$ cat src/rtl/bcd_converter_8b_pkg.sv
// Shared types and constants for the 8-bit binary to 3-digit BCD converter.
package bcd_converter_8b_pkg;

    localparam int N_BITS         = 8;
    localparam int N_DIGITS       = 3;
    localparam int N_SHIFTS       = 8;
    localparam int ADD3_THRESHOLD = 5;

    typedef enum logic {
        IDLE  = 1'b0,
        SHIFT = 1'b1
    } state_t;

endpackage

$ cat src/rtl/bcd_converter_8b_digit_adjust.sv
// Double-dabble digit correction: add 3 to a BCD digit that is 5 or more.
module bcd_digit_adjust
    import bcd_converter_8b_pkg::*;
(
    input  logic [3:0] digit,
    output logic [3:0] adjusted
);

    assign adjusted = (digit >= 4'(ADD3_THRESHOLD)) ? digit + 4'd3 : digit;

endmodule

$ cat src/rtl/bcd_converter_8b.sv
// Iterative 8-bit binary to BCD converter (shift-add-3, one shift per clock).
module bcd_converter_8b
    import bcd_converter_8b_pkg::*;
(
    input  logic        clk,
    input  logic        rst_n,
    input  logic        start,
    input  logic [7:0]  bin,
    output logic        busy,
    output logic        done,
    output logic [11:0] bcd
);

    state_t                    state_q, state_d;
    logic [N_BITS-1:0]         shreg_q;
    logic [4*N_DIGITS-1:0]     scratch_q;
    logic [4*N_DIGITS-1:0]     adjusted;
    logic [4*N_DIGITS-1:0]     scratch_next;
    logic [3:0]                cnt_q;
    logic                      done_q;
    logic [11:0]               bcd_q;
    logic                      last_shift;

    for (genvar i = 0; i < N_DIGITS; i++) begin : g_adj
        bcd_digit_adjust u_adj (
            .digit    (scratch_q[4*i +: 4]),
            .adjusted (adjusted[4*i +: 4])
        );
    end

    // Adjust first, then shift the top bit of the binary register into the units digit.
    assign scratch_next = {adjusted[4*N_DIGITS-2:0], shreg_q[N_BITS-1]};
    assign last_shift   = (cnt_q == 4'(N_SHIFTS - 1));

    always_comb begin
        state_d = state_q;
        case (state_q)
            IDLE:    if (start)      state_d = SHIFT;
            SHIFT:   if (last_shift) state_d = IDLE;
            default: state_d = IDLE;
        endcase
    end

    always_ff @(posedge clk or negedge rst_n) begin
        if (!rst_n) state_q <= IDLE;
        else        state_q <= state_d;
    end

    always_ff @(posedge clk or negedge rst_n) begin
        if (!rst_n) begin
            shreg_q   <= '0;
            scratch_q <= '0;
            cnt_q     <= '0;
            done_q    <= 1'b0;
            bcd_q     <= '0;
        end else begin
            done_q <= 1'b0;
            case (state_q)
                IDLE: begin
                    if (start) begin
                        shreg_q   <= bin;
                        scratch_q <= '0;
                        cnt_q     <= '0;
                    end
                end
                SHIFT: begin
                    scratch_q <= scratch_next;
                    shreg_q   <= {shreg_q[N_BITS-2:0], 1'b0};
                    cnt_q     <= cnt_q + 4'd1;
                    if (last_shift) begin
                        bcd_q  <= scratch_next;
                        done_q <= 1'b1;
                    end
                end
                default: ;
            endcase
        end
    end

    assign busy = (state_q == SHIFT);
    assign done = done_q;
    assign bcd  = bcd_q;

endmodule

$ cat config.mk
export PLATFORM = sky130hd
export DESIGN_NAME = bcd_converter_8b
export DESIGN_NICKNAME = d
export VERILOG_FILES = /design/src/rtl/bcd_converter_8b_pkg.sv /design/src/rtl/bcd_converter_8b_digit_adjust.sv /design/src/rtl/bcd_converter_8b.sv
export SDC_FILE = /design/constraint.sdc
export NUM_CORES = 1
export LEC_CHECK = 0
export BUFFER_PORTS_ARGS = -buffer_cell sky130_fd_sc_hd__buf_4
export CORE_UTILIZATION = 50
export CTS_BUF_LIST = sky130_fd_sc_hd__clkbuf_16
export DETAILED_ROUTE_END_ITERATION = 10
export HOLD_SLACK_MARGIN = 0.06
export PLACE_DENSITY = 0.72
export SYNTH_ARGS = -nofsm -noshare
export SYNTH_HDL_FRONTEND = slang
export SYNTH_SLANG_ARGS = --single-unit
$ cat constraint.sdc
create_clock -name clk -period 4.3 [get_ports clk]
set_input_delay 0.43 -clock clk [delete_from_list [all_inputs] [get_ports clk]]
set_output_delay 0.43 -clock clk [all_outputs]
set_load 0.005 [all_outputs]
# --- After elaboration in Yosys (flattened, before gate mapping) ---
# Cells that the tools add are included.
op_classes:
  addsub: 4
  multipliers: 0
  n_div: 0
  magnitude_cmp: 3
  eq_ne: 2
  n_shift: 0
  mux: 14
  bitwise_logic: 1
  reduce_logical: 1
op_table:
  columns: ["operator", "n"]
  rows:
  - ["12-bit case mux with 2 select lines", 1]
  - ["8-bit case mux with 2 select lines", 1]
  - ["4-bit by 3-bit greater-or-equal comparator with 1-bit output (second input constant)", 3]
  - ["12-bit two-way mux", 1]
  - ["4-bit two-way mux", 3]
  - ["4-bit by 2-bit adder with 4-bit output (second input constant)", 2]
  - ["8-bit two-way mux", 1]
  - ["4-bit case mux with 2 select lines", 1]
  - ["4-bit by 1-bit adder with 4-bit output (second input constant)", 1]
  - ["4-bit by 3-bit equality test with 1-bit output (second input constant)", 1]
  - ["1-bit two-way mux", 4]
  - ["3-bit by 2-bit adder with 3-bit output (second input constant)", 1]
  - ["3-bit two-way mux", 1]
  - ["2-bit inequality test (second input constant)", 1]
  - ["1-bit case mux with 2 select lines", 1]
  - ["2-bit AND reduction", 1]
  - ["1-bit NOT", 1]
word_totals:
  regBits: 38
  latchBits: 0
  ramBits: 0
  romBits: 0
  input_bits: 11
  output_inout_bits: 14
  word_cells: 31
  mem_count: 0

# --- Longest topological paths before layout ---
# Gate-level depths: netlist (run 1).
depth:
  ltp_word: 3
  ltp_mapped: 6
  ltp_nobuf: 6

# --- Hierarchy ---
# A second synthesis (run 1) with hierarchy kept.
unflattened:
  cells_unflattened: 155
  area_unflattened_um2: 1835.5
by_module_without_submodules:
  columns: ["module", "instances", "cells_per_inst", "area_per_inst_um2", "seq_area_each_um2"]
  rows:
  - ["bcd_converter_8b", 1, 107, 1531.5, 950.9]
  - ["bcd_digit_adjust", 3, 16, 101.3, 0.0]

# --- Worst setup path after synthesis (run 1) ---
# Ideal clock, no wire load.
synth_path:
  path_kind: "flip-flop to flip-flop"
  start: "reg scratch_q[0]"
  end: "reg scratch_q[2]"
  setup_time_ns: 0.084
  t_arrival_ns: 1.353
  required_ns: 4.216
  setup_slack_ns: 2.863
  path_stages_with_launch: 7
  period_less_slack_ns: 1.437
  cell_sequence: "dfrtp_1 > inv_1 > ha_1 > nand2b_1 > a21oi_2 > mux2_4 > o22ai_1"
synth_between:
  elab_chain_len: 3
  word_cells_on_any_way: 4
  classes_between: "1 x add/sub; 1 x order compare; 2 x mux"
synth_rtl:
  columns: ["item", "line", "rtl"]
  rows:
  - ["start, declared", "bcd_converter_8b.sv:16", "logic [4*N_DIGITS-1:0] scratch_q;"]
  - ["start signal, assigned", "bcd_converter_8b.sv:67", "scratch_q <= scratch_next;"]
  - ["4-bit by 2-bit adder with 4-bit output or 4-bit by 3-bit greater-or-equal comparator with 1-bit output (tied branches)", "bcd_converter_8b_digit_adjust.sv:9", "assign adjusted = (digit >= 4'(ADD3_THRESHOLD)) ? digit + 4'd3 : digit;"]
  - ["4-bit two-way mux (*)", "bcd_converter_8b_digit_adjust.sv:9", null]
  - ["12-bit case mux with 2 select lines (*)", "bcd_converter_8b.sv:58", "case (state_q)"]
# Mark *: on every way between the ends. The rest lies on a longest branch, timed or not.
# A chain may end at the register's enable or synchronous reset.

# --- Worst setup path in the final report (run 1) ---
layout_path:
  start: "reg state_q (netlist: busy)"
  end: "reg state_q (netlist: busy)"
layout_between:
  elab_chain_len: 2
layout_rtl:
  columns: ["item", "line", "rtl"]
  rows:
  - ["start, declared", "bcd_converter_8b.sv:14", "state_t state_q, state_d;"]
  - ["start signal, assigned", "bcd_converter_8b.sv:46", "else state_q <= state_d;"]
  - ["1-bit NOT", "bcd_converter_8b.sv:37", "case (state_q)"]
  - ["1-bit case mux with 2 select lines (*)", "bcd_converter_8b.sv:37", null]
  - ["named net state_d", "bcd_converter_8b.sv:14", null]
# Mark *: on every way through the listed nets, which the timed path passes. The rest lies on a longest branch.

==> results of run 1 <==
==> flip-flops by register name, summed over array words and instances, names as in the netlist <==
name	flops
bcd	12
busy	1
cnt_q	4
done	1
scratch_q	12
shreg_q	8
==> stage by stage <==
step | hold slack (ps) | setup WS [ps] | power [µW] | utilization [%] | instances
2_1_floorplan | 134 | 2860 | 1120 | - | 173
3_3_place_gp | 414 | 2570 | 1260 | 58.6 | 235
3_5_place_dp | 421 | 2520 | 1320 | 58.6 | 235
4_1_cts | 120 | 2500 | 1730 | 63.5 | 243
5_1_grt | 140 | 2290 | 1850 | 63.5 | 243
6_report | 105 | 2520 | 1710 | 63.5 | 243
==> path summary, 6_finish.rpt <==
| kind | slack [ps] | to | cells after the start |
|---|---|---|---|
| worst max register to register | 2520 | busy | 3 |
| worst min-delay path | 100 | bcd[8] | 1 |
| max in group asynchronous | 3860 | scratch_q[0] | 1 |
| worst min register to register | 480 | bcd[7] | 2 |
| worst max-delay path | 2520 | busy | 3 |
| min in group clk | 430 | shreg_q[0] | 3 |
==> metal layers <==
layer	up-vias	routed length (µm)	part of all wire, %	global-route usage (%)
li1	636	-	-	-
met1	645	1440	43	22.6
met2	28	1720	51	33.8
met3	6	133	4.0	7.56
met4	0	48	1.4	8.57
met5	-	0	0	0
==> synthesized netlist by cell type, types with 3 or more instances <==
master     n
o21ai_1    6
xnor2_1    4
buf_2      7
o22ai_1    9
a21oi_1    5
nor3b_1    5
o21ai_0   18
ha_1       7
mux2_4     3
nor2_1     3
dfrtp_1   38
nand2_1   35
nand3_1    3
a21oi_2    3
inv_1      8
mux2i_1    8
nand2b_1   3
==> power by group <==
group	internal [µW]	total, µW	leakage (µW)	switching [µW]
clock network	271	409	0.0000836	138
logic	328	655	0.000443	326
registers	512	651	0.000485	139
==> final cells by class <==
| class | instances | area [µm²] | area share [%] |
|---|---|---|---|
| Inverter | 9 | 33.8 | 1.58 |
| Multi-Input combinational cell | 118 | 747 | 35.0 |
| Timing Repair Buffer | 24 | 180 | 8.44 |
| Clock inverter | 3 | 40.0 | 1.88 |
| Tap cell | 46 | 57.6 | 2.70 |
| Clock buffer | 5 | 125 | 5.86 |
| Sequential cell | 38 | 951 | 44.5 |
==> logic make-up (layout without fill, tap and decap cells) <==
kind of cell / after synthesis / in the layout / share of synthesized area, %
multiplexers: 11 / 11 / 7.07
adder cells (fa/ha/maj): 7 / 7 / 4.95
flip-flops: 38 / 38 / 53.7
XOR/XNOR: 5 / 5 / 2.47
AO/OA/AOI/OAI: 44 / 44 / 14.5
buffers and inverters: 17 / 41 / 4.10
AND/OR/NAND/NOR: 51 / 51 / 13.2
==> impl_metrics.ini, run 1 <==
[worst_setup_path]
cp_top_family = flip-flops
crit_fanout = 24
crit_chain = nand4b_2 > inv_1 > nor2_1
worstSetupPathType = reg -> reg
path_buf_inv = 1
required_ps = 4450
cpPeakStageDelay_ps = 760
cp.arrival_ps = 1930
cp_slowest_cell = dfrtp_1
critPathCaptureType = flop
start_kind = flop
r2r_start = busy
crit_path_start = busy

[detailed_routing]
wl_per_cell_um = 13.7
drc = 0
drt-pass1-iter-count = 4
wl_um = 3340
vias = 1315
antenna_left = 0
drt_iter0_drc = 82
via_per_inst = 5.41

[timing]
tightestPinTransition_ps = 653
fin_skew_ps = 4.22
fmax_mhz = 562
rsz0062_at_grt = no
setup_viol = 0
slew_headroom_pct = 56.4
slew_violations = 0
min_period_ps = 1780
setup_tns_ps = 0
hold_viol = 0
fin_crit_sh_pct = 41.4

[floorplanning]
rows = 21
core_um2 = 3360
initial_core_util_pct = 52.6
die_h_um = 61.5
io_pins = 25
dieArea_um2 = 3780
dieWidth_um = 61.5

[placed_design]
hpwl_um = 2270
gp_congestion = 0.819
port_buffers = 24
dpl_cell_area_um2 = 1970

[min_path]
hp-class = in -> async

[global_route]
grt_first_pass_wirelength_um = 5360
antenna_found_initial = 0
grt_pass1_vias = 1245
grt_max_degree = 39
grt_overflow_total = 0
gr-usage-all-layers_pct = 20.0

[synth]
synth_nets = 191
yosysTopAreaCellShare_pct = 53.7
synth.distinct_cells = 25
seq_area_frac_synth_pct = 53.7
synth_area_leaders = dfrtp_1 (54%), nand2_1 (7.4%), o21ai_0 (5.1%)
syn_inst = 173
synth_top_area_cell = dfrtp_1
synthFlopType = dfrtp_1
avgSynthCellArea_um2 = 10.2
ys_ff_latch = 38
yosysWarnings = 0
synth_edf_count = 0
async_reset_ff_share_pct = 100
synth_area_um2 = 1770

[clock_tree]
cts_sinks = 38
numCtsBuffers = 5
cts_resized = 0
ctsRootBufferMaster = clkbuf_16
ctsLongestPathBuffers = 2
cts_max_level = 2
clock_latency_ps = 280
cts.clk_slew.worst_paths_ps = 60
cts_setup_buffers = 0
holdBufCountCts = 0
cts_tree = yes

[cells_and_area]
layout-drive-gt1-share_pct = 20.8
finalNetCount = 214
diodes = 0
final_common_cell = dfrtp_1
n_fill_cell = 294
mostFrequentLayoutCells = dfrtp_1 (38), nand2_1 (35), buf_4 (24)
final_area_um2 = 2130
syn2layout_area_growth_pct = 20.6

[status]
outcome = completed

[power]
p_leak_uw = 0.00101
vdd_ir_drop_max_mv = 0.291
p_per_area_nw_per_um2 = 803

[run]
cap_violations = 0
Power figures use the tool's default switching activity.
==> inputs of run 2 (changes only) <==
==> constraint.sdc (replaced) <==
create_clock -name clk -period 1.75 [get_ports clk]
set_input_delay 0.175 -clock clk [delete_from_list [all_inputs] [get_ports clk]]
set_output_delay 0.175 -clock clk [all_outputs]
set_load 0.005 [all_outputs]
==> run 2 against run 1 <==
Compared with the run above: sequential power rose by 140%; worst setup slack got worse by 2400 ps; clock power grew 99%; wire length down 5.9%; sequential cell count did not move; die area did not move; via count is the same; worst hold slack gained 43 ps; fmax rose by 9.6%; sequential share of layout area grew 0.16 points; critical path depth grew 3; first-iteration DRC count down 37%; largest cell class unchanged; largest power group unchanged.
==> impl_metrics.ini, run 2 (same netlist as run 1, synthesis figures left out) <==
[detailed_routing]
drt-pass1-iter-count = 4
via_per_inst = 5.37
wl_um = 3140
wl_per_cell_um = 12.8
drt_iter0_drc = 52
antenna_left = 0
vias = 1315
drc = 0

[worst_setup_path]
critPathCaptureType = flop
worstSetupPathType = reg -> reg
cp_top_family = flip-flops
cp.arrival_ps = 1810
crit_fanout = 3
crit_chain = inv_1 > ha_1 > nand2b_1 > a21oi_2 > mux2_4 > o22ai_1
required_ps = 1940
cpPeakStageDelay_ps = 390
start_kind = flop
path_buf_inv = 1
cp_slowest_cell = dfrtp_1

[power]
p_leak_uw = 0.00101
p_total_uw = 4050
vdd_ir_drop_max_mv = 0.883
switching_share_pct = 35.8
p_per_area_nw_per_um2 = 1900
pwr-share-seq_pct = 38.4
power.internal_uw = 2600
p_clk_share_pct = 20.1
p_sw_uw = 1450
p_comb_share_pct = 41.6

[placed_design]
hpwl_um = 2170
port_buffers = 24
gp_congestion = 0.805
dpl.cell_count = 237
dpl_cell_area_um2 = 1980

[timing]
setup_viol = 0
fmax_mhz = 616
fin_skew_ps = 2.58
setup_tns_ps = 0
tightestPinTransition_ps = 464
fin_hold_ws_ps = 148
rsz0062_at_grt = no
slew_violations = 0
slew_headroom_pct = 69.1
hold_viol = 0
fin_crit_sh_pct = 92.8
min_period_ps = 1620

[cells_and_area]
syn2layout_area_growth_pct = 20.1
n_fill_cell = 313
mostFrequentLayoutCells = dfrtp_1 (38), nand2_1 (35), buf_4 (26)
finalNetCount = 217
multiInputGateArea_um2 = 747
diodes = 0
final_common_cell = dfrtp_1
layout.cells.non_filler = 245
register_area_um2 = 951
final_area_um2 = 2130
layout-drive-gt1-share_pct = 20.1

[global_route]
grt_first_pass_wirelength_um = 5280
antenna_found_initial = 0
grt_max_degree = 39
gr-usage-all-layers_pct = 19.6
grt_pass1_vias = 1279
grt_overflow_total = 0

[floorplanning]
io_pins = 25
initial_core_util_pct = 52.6
dieWidth_um = 61.5
rows = 21
die_h_um = 61.5
dieArea_um2 = 3780
core_um2 = 3360

[min_path]
hp-class = in -> reg

[clock_tree]
clock_latency_ps = 270
ctsLongestPathBuffers = 2
cts_tree = yes
cts_sinks = 38
numCtsBuffers = 5
cts.clk_slew.worst_paths_ps = 50
cts_max_level = 2
ctsRootBufferMaster = clkbuf_16
cts_resized = 0

[status]
outcome = completed

[run]
cap_violations = 0
-- run 2: cell types whose count changed in the layout (fill, tap and decap cells not counted) --
cell | before | now
buf_4 | 24 | 26
clkinv_2 | 2 | 0
inv_1 | 8 | 10
bufinv_16 | 1 | 0
dlygate4sd3_1 | 0 | 1
-- run 2: worst paths after layout --
path                         startpoint            to  slack, ps  depth (start not counted)
setup / recovery           scratch_q[0]  scratch_q[2]        130                          6
hold / removal                   bin[0]    shreg_q[0]        150                          3
setup reg to reg           scratch_q[0]  scratch_q[2]        130                          6
hold reg to reg                  bcd[1]        bcd[1]        480                          2
max in group asynchronous         rst_n          busy       1020                          2
min in group asynchronous         rst_n        bcd[8]        400                          2
-- run 2: routing by layer --
layer | up-vias | wire length, µm | track usage, %
li1 | 641 | - | -
met1 | 639 | 1320 | 20.7
met2 | 28 | 1640 | 36.1
met3 | 7 | 135 | 5.88
met4 | 0 | 46 | 8.25
met5 | - | 0 | 0
-- run 2: layout make-up --
class	count	area share, %
Tap cell	46	2.71
Sequential cell	38	44.7
Timing Repair Buffer	27	9.65
Clock inverter	2	0.353
Multi-Input combinational cell	118	35.1
Inverter	9	1.59
Clock buffer	5	5.88
-- run 2: repair_timing --
item / 4_1_cts / 5_1_grt
endpoints found under the hold margin: 38 / 0
hold buffers: 1 / 0
buffers inserted: 0 / 0
-- run 2: tightest hold or removal path: cells and delay by family --
family | cells | cell delay, ps
multiplexers | 1 | 50
AND/OR/NAND/NOR | 1 | 80
buffers and inverters | 1 | 80
-- run 2: power by group through the flow --
| stage | combinational [µW] | clock [µW] | sequential [µW] |
|---|---|---|---|
| after floorplan | 1230 | 0 | 1510 |
| after global placement | 1600 | 0 | 1530 |
| after detailed placement | 1680 | 0 | 1560 |
| after CTS | 1700 | 826 | 1550 |
| after global routing | 1920 | 861 | 1610 |
| final | 1680 | 812 | 1550 |
-- run 2: stage by stage --
stage               setup WS [ps]  utilization [%]
floorplan                     313                -
global placement              239             59.0
detailed placement            138             59.0
CTS                           126             63.2
global route                 50.1             63.2
finish                        126             63.2
